===== src/rtl/sobel_pkg.sv =====
// Shared constants, FSM state type and small index helpers for the Sobel
// line-buffer scheduler.
package sobel_pkg;

    localparam int NUM_RAMS = 12;
    localparam int NUM_ROWS = 4;
    localparam int NUM_COLS = 3;
    localparam int ORDER_W  = 4;

    typedef enum logic [1:0] {
        IDLE,
        RUN,
        DRAIN
    } state_t;

    function automatic logic [1:0] mod3_inc(input logic [1:0] r);
        return (r == 2'd2) ? 2'd0 : r + 2'd1;
    endfunction

    // row is y mod 4, taken as the two LSBs of the line counter
    function automatic logic [ORDER_W-1:0] ram_idx(input logic [1:0] row,
                                                   input logic [1:0] col);
        return ORDER_W'(row) * ORDER_W'(NUM_COLS) + ORDER_W'(col);
    endfunction

endpackage


===== src/rtl/mod3_counter.sv =====
// Incrementing column counter that tracks value mod 3 and value / 3
// without a divider; clears synchronously on clr_i or on an increment at wrap.
module mod3_counter
    import sobel_pkg::*;
#(
    parameter int VW = 8,
    parameter int QW = 6
) (
    input  logic          clk,
    input  logic          rst,
    input  logic          clr_i,
    input  logic          inc_i,
    input  logic          wrap_i,
    output logic [VW-1:0] val_o,
    output logic [1:0]    rem_o,
    output logic [QW-1:0] quo_o
);

    logic [VW-1:0] val_q, val_d;
    logic [1:0]    rem_q, rem_d;
    logic [QW-1:0] quo_q, quo_d;

    always_comb begin
        val_d = val_q;
        rem_d = rem_q;
        quo_d = quo_q;
        if (clr_i || (inc_i && wrap_i)) begin
            val_d = '0;
            rem_d = '0;
            quo_d = '0;
        end else if (inc_i) begin
            val_d = val_q + VW'(1);
            rem_d = mod3_inc(rem_q);
            if (rem_q == 2'd2) begin
                quo_d = quo_q + QW'(1);
            end
        end
    end

    always_ff @(posedge clk or posedge rst) begin
        if (rst) begin
            val_q <= '0;
            rem_q <= '0;
            quo_q <= '0;
        end else begin
            val_q <= val_d;
            rem_q <= rem_d;
            quo_q <= quo_d;
        end
    end

    assign val_o = val_q;
    assign rem_o = rem_q;
    assign quo_o = quo_q;

endmodule


===== src/rtl/sobel_window_ctrl.sv =====
// Line-buffer write scheduler and 3x3 window read issuer for the Sobel
// pipeline: 4 line rows x 3 column banks, one window issued per cycle.
module sobel_window_ctrl
    import sobel_pkg::*;
#(
    parameter int IMG_W  = 160,
    parameter int IMG_H  = 120,
    parameter int ADDR_W = 6,
    parameter int CW     = 8
) (
    input  logic                clk,
    input  logic                rst,
    input  logic                start,
    input  logic                in_valid,
    input  logic [7:0]          in_pixel,
    output logic                in_ready,
    output logic [NUM_RAMS-1:0] wr_en,
    output logic [ADDR_W-1:0]   wr_addr,
    output logic [7:0]          wr_data,
    output logic [ADDR_W-1:0]   rd_addr0,
    output logic [ADDR_W-1:0]   rd_addr1,
    output logic [ADDR_W-1:0]   rd_addr2,
    output logic [ORDER_W-1:0]  order,
    output logic                win_valid,
    output logic [CW-1:0]       win_x,
    output logic [CW-1:0]       win_y,
    output logic                busy,
    output logic                frame_done
);

    localparam int XW = $clog2(IMG_W);
    localparam int YW = $clog2(IMG_H + 1);
    localparam logic [YW:0] H_L = (YW + 1)'(IMG_H);

    state_t state_q, state_d;
    logic   drain_q, drain_d;

    logic [XW-1:0]     wx_val, rx_val;
    logic [1:0]        wx_rem, rx_rem;
    logic [ADDR_W-1:0] wx_quo, rx_quo;
    logic [YW-1:0]     wy_q, wy_d, ry_q, ry_d;
    logic [YW:0]       wy_ext, ry_p3, ry_p4;

    logic clr, accept, issue, w_wrap, r_wrap, last_issue, ready_w;

    logic [NUM_RAMS-1:0] wr_en_q, wr_en_d;
    logic [ADDR_W-1:0]   wr_addr_q, wr_addr_d;
    logic [7:0]          wr_data_q, wr_data_d;

    // Pipeline: stage 1 = RAM address, stage 2 = RAM data/order, stage 3 = window out
    logic                v1_q, v2_q, v3_q, last1_q, last2_q, done_q;
    logic [ADDR_W-1:0]   rd0_q, rd1_q, rd2_q, rd0_d, rd1_d, rd2_d;
    logic [ORDER_W-1:0]  ord1_q, order_q;
    logic [CW-1:0]       x1_q, y1_q, x2_q, y2_q, x3_q, y3_q;

    assign wy_ext = {1'b0, wy_q};
    assign ry_p3  = {1'b0, ry_q} + (YW + 1)'(3);
    assign ry_p4  = {1'b0, ry_q} + (YW + 1)'(4);

    assign clr        = (state_q == IDLE) && start;
    assign ready_w    = (state_q == RUN) && (wy_ext < H_L) && (wy_ext < ry_p4);
    assign accept     = in_valid && ready_w;
    assign issue      = (state_q == RUN) && (wy_ext >= ry_p3);
    assign w_wrap     = (wx_val == XW'(IMG_W - 1));
    assign r_wrap     = (rx_val == XW'(IMG_W - 3));
    assign last_issue = issue && r_wrap && (ry_q == YW'(IMG_H - 3));

    mod3_counter #(.VW(XW), .QW(ADDR_W)) u_wcol (
        .clk    (clk),
        .rst    (rst),
        .clr_i  (clr),
        .inc_i  (accept),
        .wrap_i (w_wrap),
        .val_o  (wx_val),
        .rem_o  (wx_rem),
        .quo_o  (wx_quo)
    );

    mod3_counter #(.VW(XW), .QW(ADDR_W)) u_rcol (
        .clk    (clk),
        .rst    (rst),
        .clr_i  (clr),
        .inc_i  (issue),
        .wrap_i (r_wrap),
        .val_o  (rx_val),
        .rem_o  (rx_rem),
        .quo_o  (rx_quo)
    );

    always_comb begin
        state_d = state_q;
        drain_d = drain_q;
        case (state_q)
            IDLE:  if (start) state_d = RUN;
            RUN: begin
                if (last_issue) begin
                    state_d = DRAIN;
                    drain_d = 1'b0;
                end
            end
            DRAIN: begin
                if (drain_q) begin
                    state_d = IDLE;
                    drain_d = 1'b0;
                end else begin
                    drain_d = 1'b1;
                end
            end
            default: state_d = IDLE;
        endcase
    end

    always_comb begin
        wy_d      = wy_q;
        ry_d      = ry_q;
        wr_en_d   = '0;
        wr_addr_d = wr_addr_q;
        wr_data_d = wr_data_q;
        if (clr) begin
            wy_d = '0;
            ry_d = '0;
        end else begin
            if (accept && w_wrap) wy_d = wy_q + YW'(1);
            if (issue && r_wrap)  ry_d = ry_q + YW'(1);
        end
        if (accept) begin
            wr_en_d[ram_idx(wy_q[1:0], wx_rem)] = 1'b1;
            wr_addr_d = wx_quo;
            wr_data_d = in_pixel;
        end
        // Bank m reads word (rx + ((m - c) mod 3)) / 3: quotient, plus one when m < c
        rd0_d = (rx_rem == 2'd0) ? rx_quo : rx_quo + ADDR_W'(1);
        rd1_d = (rx_rem <= 2'd1) ? rx_quo : rx_quo + ADDR_W'(1);
        rd2_d = rx_quo;
    end

    always_ff @(posedge clk or posedge rst) begin
        if (rst) begin
            state_q   <= IDLE;
            drain_q   <= 1'b0;
            wy_q      <= '0;
            ry_q      <= '0;
            wr_en_q   <= '0;
            wr_addr_q <= '0;
            wr_data_q <= '0;
            v1_q      <= 1'b0;
            v2_q      <= 1'b0;
            v3_q      <= 1'b0;
            last1_q   <= 1'b0;
            last2_q   <= 1'b0;
            done_q    <= 1'b0;
            rd0_q     <= '0;
            rd1_q     <= '0;
            rd2_q     <= '0;
            ord1_q    <= '0;
            order_q   <= '0;
            x1_q      <= '0;
            y1_q      <= '0;
            x2_q      <= '0;
            y2_q      <= '0;
            x3_q      <= '0;
            y3_q      <= '0;
        end else begin
            state_q   <= state_d;
            drain_q   <= drain_d;
            wy_q      <= wy_d;
            ry_q      <= ry_d;
            wr_en_q   <= wr_en_d;
            wr_addr_q <= wr_addr_d;
            wr_data_q <= wr_data_d;
            v1_q      <= issue;
            last1_q   <= last_issue;
            if (issue) begin
                rd0_q  <= rd0_d;
                rd1_q  <= rd1_d;
                rd2_q  <= rd2_d;
                ord1_q <= ram_idx(ry_q[1:0], rx_rem);
                x1_q   <= CW'(rx_val) + CW'(1);
                y1_q   <= CW'(ry_q) + CW'(1);
            end
            v2_q    <= v1_q;
            last2_q <= v1_q && last1_q;
            if (v1_q) begin
                order_q <= ord1_q;
                x2_q    <= x1_q;
                y2_q    <= y1_q;
            end
            v3_q   <= v2_q;
            done_q <= v2_q && last2_q;
            if (v2_q) begin
                x3_q <= x2_q;
                y3_q <= y2_q;
            end
        end
    end

    assign in_ready   = ready_w;
    assign wr_en      = wr_en_q;
    assign wr_addr    = wr_addr_q;
    assign wr_data    = wr_data_q;
    assign rd_addr0   = rd0_q;
    assign rd_addr1   = rd1_q;
    assign rd_addr2   = rd2_q;
    assign order      = order_q;
    assign win_valid  = v3_q;
    assign win_x      = x3_q;
    assign win_y      = y3_q;
    assign busy       = (state_q != IDLE);
    assign frame_done = done_q;

endmodule


===== config.mk =====
export PLATFORM = sky130hd
export DESIGN_NAME = sobel_window_ctrl
export DESIGN_NICKNAME = d
export VERILOG_FILES = /design/src/rtl/sobel_pkg.sv /design/src/rtl/mod3_counter.sv /design/src/rtl/sobel_window_ctrl.sv
export SDC_FILE = /design/constraint.sdc
export NUM_CORES = 1
export LEC_CHECK = 0
export CAP_MARGIN = 20
export CORE_MARGIN = 5
export CORE_UTILIZATION = 29
export CTS_CLUSTER_DIAMETER = 50
export DETAILED_ROUTE_END_ITERATION = 10
export PLACE_DENSITY = 0.55
export SYNTH_ARGS = -nofsm -noshare
export SYNTH_HDL_FRONTEND = slang
export SYNTH_SLANG_ARGS = --single-unit

===== constraint.sdc =====
create_clock -name clk -period 8 [get_ports clk]
set_input_delay 2.4 -clock clk [delete_from_list [all_inputs] [get_ports clk]]
set_output_delay 2.4 -clock clk [all_outputs]
set_load 0.005 [all_outputs]

== Word-level counts from Yosys, hierarchy flattened ==
Index checks and enable logic that the tools add are counted.

* Bits in registers: 155
* Input bits: 12
* Output and inout bits: 68
* Word-level logic and storage cells: 120

* Add/sub/neg operators: 13
* Multiply operators: 2
* $lt $le $gt $ge: 6
* Eq/ne operators: 10
* Muxes and demuxes: 32
* Reduce and logical (&&, ||, !) cells: 27

{| class="wikitable"
|+ Operator list
! cell !! number
|-
| $mux W6 || 8
|-
| $mux W8 || 4
|-
| $mux W7 || 4
|-
| $mux W2 || 9
|-
| $add A8 B1 Y8 const B || 2
|-
| $eq A8 B8 Y1 const B || 2
|-
| $reduce_bool A2 Y1 || 8
|-
| $add A7 B1 Y7 const B || 2
|-
| $add A6 B1 Y6 const B || 2
|-
| $mux W12 || 1
|-
| $logic_and A1 B1 Y1 || 11
|-
| $add A4 B2 Y4 || 2
|-
| $add A7 B1 Y8 const B || 1
|-
| $add A7 B2 Y8 const B || 1
|-
| $add A7 B3 Y8 const B || 1
|-
| $ge A7 B8 Y1 || 1
|-
| $lt A7 B8 Y1 || 1
|-
| $mul A2 B2 Y4 const B || 2
|-
| $eq A7 B7 Y1 const B || 1
|-
| $lt A7 B7 Y1 const B || 1
|-
| $eq A2 B2 Y1 const B || 3
|-
| $ne A2 B2 Y1 const B || 3
|-
| $pmux W2 S3 || 1
|-
| $reduce_and A2 Y1 || 3
|-
| 11 further kinds || 16
|}

== Depth between registers and ports, before layout ==
Gate-level depths: netlist (run 1).

* Word-level depth: 8
* Mapped depth: 14
* Mapped depth without buffers: 12

== Cells and area by module ==
Synthesis (run 1) repeated with hierarchy kept, for this count alone.

* Cell total of the unflattened synthesis: 642
* Area total of the unflattened synthesis: 7325.8 um^2

{| class="wikitable"
|+ Modules (own cells, without submodules)
! module !! instances !! cells an instance !! area each (um^2) !! seq. area each (um^2)
|-
| sobel_window_ctrl || 1 || 478 || 5711.7 || 3078.0
|-
| mod3_counter || 2 || 82 || 807.0 || 400.4
|}

== Worst setup path before layout (run 1) ==
No wires, ideal clock.

* Path kind: register to output
* Start point: reg ry_q[3]
* End point: out in_ready
* Arrival: 2126 ps
* Data required time: 5600 ps
* Slack: 3474 ps
* Stages on the path, launching flop included: 11
* Cell sequence: dfrtp_1 -> ha_1 -> nand3_1 -> xor2_1 -> ha_1 -> and3_1 -> a221oi_2 -> a21oi_2 -> buf_6 -> buf_2 -> nor2_1

* Cells in the longest elaborated chain, start to end: 3

{| class="wikitable"
|+ RTL lines
! what !! line !! source
|-
| start: declaration || sobel_window_ctrl.sv:41 || <nowiki>logic [YW-1:0] wy_q, wy_d, ry_q, ry_d;</nowiki>
|-
| start signal: assignment || sobel_window_ctrl.sv:167 || <nowiki>ry_q <= ry_d;</nowiki>
|-
| $add A7 B3 Y8 || sobel_window_ctrl.sv:58 || <nowiki>assign ry_p4 = {1'b0, ry_q} + (YW + 1)'(4);</nowiki>
|-
| $lt A7 B8 Y1 || sobel_window_ctrl.sv:61 || <nowiki>assign ready_w = (state_q == RUN) && (wy_ext < H_L) && (wy_ext < ry_p4);</nowiki>
|-
| $logic_and A1 B1 Y1 || sobel_window_ctrl.sv:61 ||
|-
| end: declaration || sobel_window_ctrl.sv:16 || <nowiki>output logic in_ready,</nowiki>
|}

Every way passes these cells.

== Worst setup path after layout (run 1) ==
* Start point: reg ry_q[2]
* End point: out in_ready

Same word-level chain as after synthesis.

==> flow_summary.toml, run 1 <==
[outcome]
status = "finished clean"

[placement]
place_congestion = 0.778
place_inst = 1046
dp_hpwl_mm = 10.6
portBuffers = 79
postPlaceCellArea_sq_um = 8420

[pwr]
netSwitchingFraction = 0.284
power_density_nw_per_um2 = 239
p_int_mw = 1.54
power_mw = 2.15
peakVddDrop_uv = 127
p_clk_frac = 0.380
pwr-share-comb = 0.153
seqPwrFrac = 0.467
switchingPower_uw = 611
p_leak_nw = 3.91

[global_route]
grt_start_max_net_pins = 105
grt_use_total = 0.115
grt_pass1_wl_mm = 27.1
overflow = 0
met1_usage = 0.163
met2_usage = 0.174
grt_use_met3 = 0.0317
busiest_layer = "met2"
antenna_found_initial = 0
grt_pass1_vias = 5116

[logic_synthesis]
async_reset_ff_frac = 1.00
syn-num-nets = 715
ys_seq_area_frac = 0.527
synth_edf_count = 0
synth_cell_types = 58
yosys_register_bits = 155
yosysWarnings = 0
synth_cells = 670
synth_flop_cell = "dfrtp_1"
syn_avg_cell_area_sq_um = 11.0
syn-cell-area_sq_um = 7350

[worst_setup_path]
start_kind = "flop"
worstPathArrival_ns = 3.37
path_class = "reg -> out"
end_kind = "output port"
cp.required_ns = 5.60
crit_path_max_fanout = 32

[clock_tree]
hold_buffers = 0
clk_pin_slew_ns = 0.07
cts_buffers = 17
cts_tree = "done"
numClockSinks = 155
cts_buffer_depth = 2
insertion_delay_ns = 0.42
cts_setup_buffers = 0
ctsResizeCount = 0
cts-root-buf = "clkbuf_16"
cts_max_level = 4

[finish]
nets = 780
final_cell_mix = "dfrtp_1, nand2_1, clkdlybuf4s50_1, o21ai_0, mux2_2"
antenna_cells = 0
areaGrowthSynthToFinish_pct = 22.6
fill_cells = 2594
final_layout_size_suffix_gt1_frac = 0.129
multi_input_area_sq_um = 3230
fin_cells = 1077
final_area_sq_um = 9010
final_common_cell = "dfrtp_1"
seq_area_sq_um = 3880

[floorplanning]
dieArea_sq_um = 28600
core_sq_um = 25100
die_w_microns = 169
rows = 58
start_util = 0.293
ios = 80
die-height_microns = 169

[drt]
antenna_left = 0
dr.pass1.iters = 4
drt_iter0_markers = 244
wl_per_cell_microns = 14.7
drc_errors = 0
vias = 5052
vias_per_cell = 4.69
drt-total-wl_mm = 15.8

[sta]
slew_viol_final = 0
hold_viol_final = 0
setup_viol = 0
slew_headroom = 0.328
layout_min_cycle_time_ns = 5.77
skew_ns = 0.0127
min_period_over_period = 0.721
finalSetupTns_ns = 0
rsz0062_at_grt = "no"
worstMarginPinSlew_ns = 1.00
max_freq_ghz = 0.173

[hold_path]
hp-class = "reg -> reg"

[job]
cap_violations = 0
==> layout make-up <==
type / count / area share
repair buffers: 83 / 0.0911
clock inverters: 13 / 0.0174
clock buffers: 18 / 0.0487
flip-flops and latches: 155 / 0.430
inverters: 18 / 0.00805
well taps: 330 / 0.0458
multi-input cells: 460 / 0.359
==> power by group through the flow <==
stage | sequential [mW] | clock [mW] | combinational, mW
after CTS | 1.01 | 0.844 | 0.335
after global placement | 1.02 | 0 | 0.325
after detailed placement | 1.02 | 0 | 0.332
final | 1.00 | 0.818 | 0.328
after global routing | 1.02 | 0.877 | 0.374
after floorplan | 0.978 | 0 | 0.234
==> per-stage QoR <==
step	setup slack, ns	hold slack, ns	util
after floorplan	1.42	0.352	-
after global placement	2.76	0.441	0.335
after detailed placement	2.70	0.444	0.335
after CTS	2.21	0.458	0.359
after global routing	2.05	0.464	0.359
final	2.23	0.456	0.359
==> cells in the mapped netlist (2+ instances only) <==
cell / number / share of area
dfrtp_1: 155 / 0.53
nand2_1: 86 / 0.044
o21ai_0: 50 / 0.034
mux2_2: 48 / 0.073
ha_1: 29 / 0.049
a21oi_1: 28 / 0.019
nand3_1: 24 / 0.016
clkbuf_1: 19 / 0.0097
nor2_1: 19 / 0.0097
xor2_1: 18 / 0.021
inv_1: 17 / 0.0087
xnor2_1: 16 / 0.019
nor3_1: 12 / 0.0082
or3_1: 12 / 0.010
buf_2: 11 / 0.0075
and3_1: 10 / 0.0085
o31ai_1: 9 / 0.0092
nand2b_1: 8 / 0.0068
nor2b_1: 7 / 0.0060
nor4_1: 7 / 0.0060
or4_1: 7 / 0.0071
nand4_1: 6 / 0.0051
o311ai_0: 6 / 0.0071
and2_1: 5 / 0.0043
mux2i_1: 5 / 0.0068
o211ai_1: 5 / 0.0051
buf_4: 4 / 0.0041
fa_1: 4 / 0.011
o22ai_1: 4 / 0.0034
nand3b_1: 3 / 0.0031
a21o_1: 2 / 0.0020
buf_6: 2 / 0.0031
mux2_1: 2 / 0.0031
nor3b_1: 2 / 0.0020
nor4b_1: 2 / 0.0024
o2111ai_1: 2 / 0.0024
o21a_1: 2 / 0.0020
o21ai_1: 2 / 0.0014
==> critical path, cell delays in order, from the launching register on <==
cell and delay [ns]:
dfrtp_1 0.57, ha_1 0.31, nand3_1 0.11, xor2_1 0.17, ha_1 0.31, and3_1 0.22
a221oi_2 0.26, a21oi_2 0.08, buf_4 0.22, nor2_1 0.16, clkdlybuf4s50_1 0.51
==> worst paths after layout <==
path,startpoint,slack (ns),cells past startpoint,end
min reg2reg,last1_q,0.46,1,last2_q
min in group asynchronous,rst,2.58,2,rd_addr1[1]
min,last1_q,0.46,1,last2_q
max,ry_q[2],2.23,10,in_ready
max reg2reg,ry_q[0],3.94,11,u_rcol.quo_o[5]
max in group asynchronous,rst,4.17,3,u_rcol.val_o[1]
==> state kept, by name (all words and copies together) (netlist names), 2 cells and up <==
register      cells
win_x             8
wy_q              7
u_rcol.val_o      8
x1_q              8
order             4
wr_data           8
y2_q              8
rd_addr0          6
wr_en            12
u_wcol.quo_o      6
win_y             8
ord1_q            4
state_q           2
u_rcol.rem_o      2
x2_q              8
u_wcol.rem_o      2
rd_addr1          6
rd_addr2          6
u_rcol.quo_o      6
u_wcol.val_o      8
ry_q              7
y1_q              8
wr_addr           6
==> logic make-up after synthesis <==
logic type,count (synthesis),synth area share
buffers and inverters,55,0.0340
AO/OA/AOI/OAI,119,0.101
multiplexers,55,0.0834
XOR/XNOR,34,0.0405
flip-flops,155,0.527
AND/OR/NAND/NOR,219,0.154
adder cells (fa/ha/maj),33,0.0602
==> metal layers <==
layer  part of all wire  vias up
met4              0.011        0
met2               0.45       81
met5                  0        -
met3              0.039       12
li1                   -     2503
met1               0.50     2456
Power figures use the tool's default switching activity.
==> inputs of run 2 (changes only) <==
--- a/config.mk
+++ b/config.mk
@@ -10,7 +10,7 @@
 export CORE_UTILIZATION = 29
 export CTS_CLUSTER_DIAMETER = 50
 export DETAILED_ROUTE_END_ITERATION = 10
-export PLACE_DENSITY = 0.55
+export PLACE_DENSITY = 0.56
 export SYNTH_ARGS = -nofsm -noshare
 export SYNTH_HDL_FRONTEND = slang
 export SYNTH_SLANG_ARGS = --single-unit
==> constraint.sdc (replaced) <==
create_clock -name clk -period 5 [get_ports clk]
set_input_delay 1.5 -clock clk [delete_from_list [all_inputs] [get_ports clk]]
set_output_delay 1.5 -clock clk [all_outputs]
set_load 0.005 [all_outputs]
==> run 2 against run 1 <==
- count of clock-buffer cells in the layout unchanged
- first-iteration DRC count up 67%
- die area is the same
- via count grew 0.93%
- flip-flop and latch count is the same
- sequential power up 61%
- critical endpoint unchanged
==> flow_summary.toml, run 2 (same netlist as run 1, synthesis figures left out) <==
[hold_path]
hp-start = "last1_q"
hp-class = "reg -> reg"

[worst_setup_path]
ff2ff_path_depth = 10
crit_start = "ry_q[2]"
crit_path_max_fanout = 11
worstPathCellList = "ha_1 -> nand3_1 -> xor2_1 -> ha_1 -> and3_1 -> a221oi_2 -> a21oi_2 -> nor2_1 -> clkdlybuf4s50_1"
rrSetupSlack_ns = 1.47
critPathMaxStageDelay_ns = 0.56
reg2reg_from = "ry_q[2]"
path_class = "reg -> out"
end_kind = "output port"
cp.required_ns = 3.50
crit_path_top_delay_cell = "dfrtp_1"
start_kind = "flop"
crit_top_cell = "ha_1"
worstPathArrival_ns = 3.15
crit_end = "in_ready"
timing.rr.end = "wr_addr[3]"

[placement]
place_congestion = 0.772
place_inst = 1049
portBuffers = 79
dp_hpwl_mm = 10.5

[drt]
antenna_left = 0
routed.top_layer = "met4"
drt-total-wl_mm = 15.9
vias = 5099
dr.pass1.iters = 4
drc_errors = 0
wl_per_cell_microns = 14.7
drt_iter0_markers = 408
wl_met3_microns = 571
vias_per_cell = 4.72
wl_met1_mm = 7.77
met2_length_mm = 7.33

[sta]
max_freq_ghz = 0.215
min_period_over_period = 0.930
setup_viol = 0
slew_viol_final = 0
finalSetupTns_ns = 0
layout_min_cycle_time_ns = 4.65
worstMarginPinSlew_ns = 0.892
hold_viol_final = 0
slew_headroom = 0.405
skew_ns = 0.0118
rsz0062_at_grt = "no"

[global_route]
grt_start_max_net_pins = 156
grt_pass1_wl_mm = 27.3
antenna_found_initial = 0
grt_use_total = 0.117
grt_pass1_vias = 5135
overflow = 0

[clock_tree]
cts_tree = "done"
numClockSinks = 155
cts_setup_buffers = 0
cts_buffers = 17
ctsResizeCount = 0
cts-root-buf = "clkbuf_16"
cts_buffer_depth = 2
hold_buffers = 0
clk_pin_slew_ns = 0.06
insertion_delay_ns = 0.42
cts_max_level = 4

[finish]
final_util = 0.359
areaGrowthSynthToFinish_pct = 22.7
final_layout_size_suffix_gt1_frac = 0.132
nets = 784
final_common_cell = "dfrtp_1"
final_cell_mix = "dfrtp_1, nand2_1, clkdlybuf4s50_1, o21ai_0, mux2_2"
largest_reg_flops = 12
fin_cells = 1081
antenna_cells = 0

[floorplanning]
ios = 80
start_util = 0.293
die_w_microns = 169
die-height_microns = 169
dieArea_sq_um = 28600
rows = 58
core_sq_um = 25100

[job]
cap_violations = 0

[pwr]
p_leak_nw = 3.91
peakVddDrop_uv = 229
power_density_nw_per_um2 = 374

[outcome]
status = "finished clean"
==> run 2: cell count changes in the layout (fill, tap and decap cells not counted), sizes merged <==
cell      change
clkinv        +2
bufinv        -1
inv           -3
clkinvlp      +2
buf           +3
clkbuf        +1
==> run 2: layer usage <==
layer,vias up,track usage
met1,2495,0.164
met2,89,0.179
met4,0,0.0364
met5,-,0
met3,10,0.0284
li1,2505,-
==> run 2: power by group <==
| part | leakage, nW | internal (mW) | switching [mW] |
|---|---|---|---|
| Combinational | 1.56 | 0.272 | 0.252 |
| Clock | 0.273 | 0.697 | 0.544 |
| Sequential | 2.07 | 1.43 | 0.174 |
| Total | 3.91 | 2.40 | 0.971 |
==> run 2: area by class of cell <==
cell class	count	area (sq um)
flip-flops and latches	155	3880
fillers	2575	16100
repair buffers	87	863
inverters	18	71.3
clock inverters	13	136
multi-input cells	460	3230
well taps	330	413
clock buffers	18	429
==> run 2: worst max-delay path, delay by kind of cell, from the launching register on <==
family | cells | cell delay, ns
adders and majority gates | 2 | 0.61
and+or+nand+nor | 3 | 0.49
buffers and inverters | 1 | 0.53
xor gates and xnor gates | 1 | 0.17
AOI/OAI and AO/OA | 2 | 0.36
DFF | 1 | 0.56
==> run 2: metrics by stage <==
stage	cell area [sq um]	power, mW	hold WS, ns	setup slack, ns
global placement	8450	2.14	0.442	0.795
floorplan	7360	1.94	0.352	1.37
detailed placement	8450	2.16	0.459	0.779
finish	9020	3.37	0.470	0.351
CTS	9020	3.42	0.471	0.302
global route	9020	3.57	0.484	0.145
==> run 2: how the worst min path moves through the flow <==
stage | end | slack [ns] | cells after the start
after CTS | last2_q | 0.47 | 1
after floorplan | win_valid | 0.35 | 0
final | last2_q | 0.47 | 1
after global routing | last2_q | 0.48 | 1
after global placement | last2_q | 0.44 | 1
after detailed placement | x1_q[1] | 0.46 | 2
==> inputs of run 3 (changes only) <==
--- a/config.mk
+++ b/config.mk
@@ -11,6 +11,7 @@
 export CTS_CLUSTER_DIAMETER = 50
 export DETAILED_ROUTE_END_ITERATION = 10
 export PLACE_DENSITY = 0.56
+export SETUP_SLACK_MARGIN = 0.02
 export SYNTH_ARGS = -nofsm -noshare
 export SYNTH_HDL_FRONTEND = slang
 export SYNTH_SLANG_ARGS = --single-unit
==> results of run 3 <==
The final DEF is identical to that of run 2; final timing and power are the same.
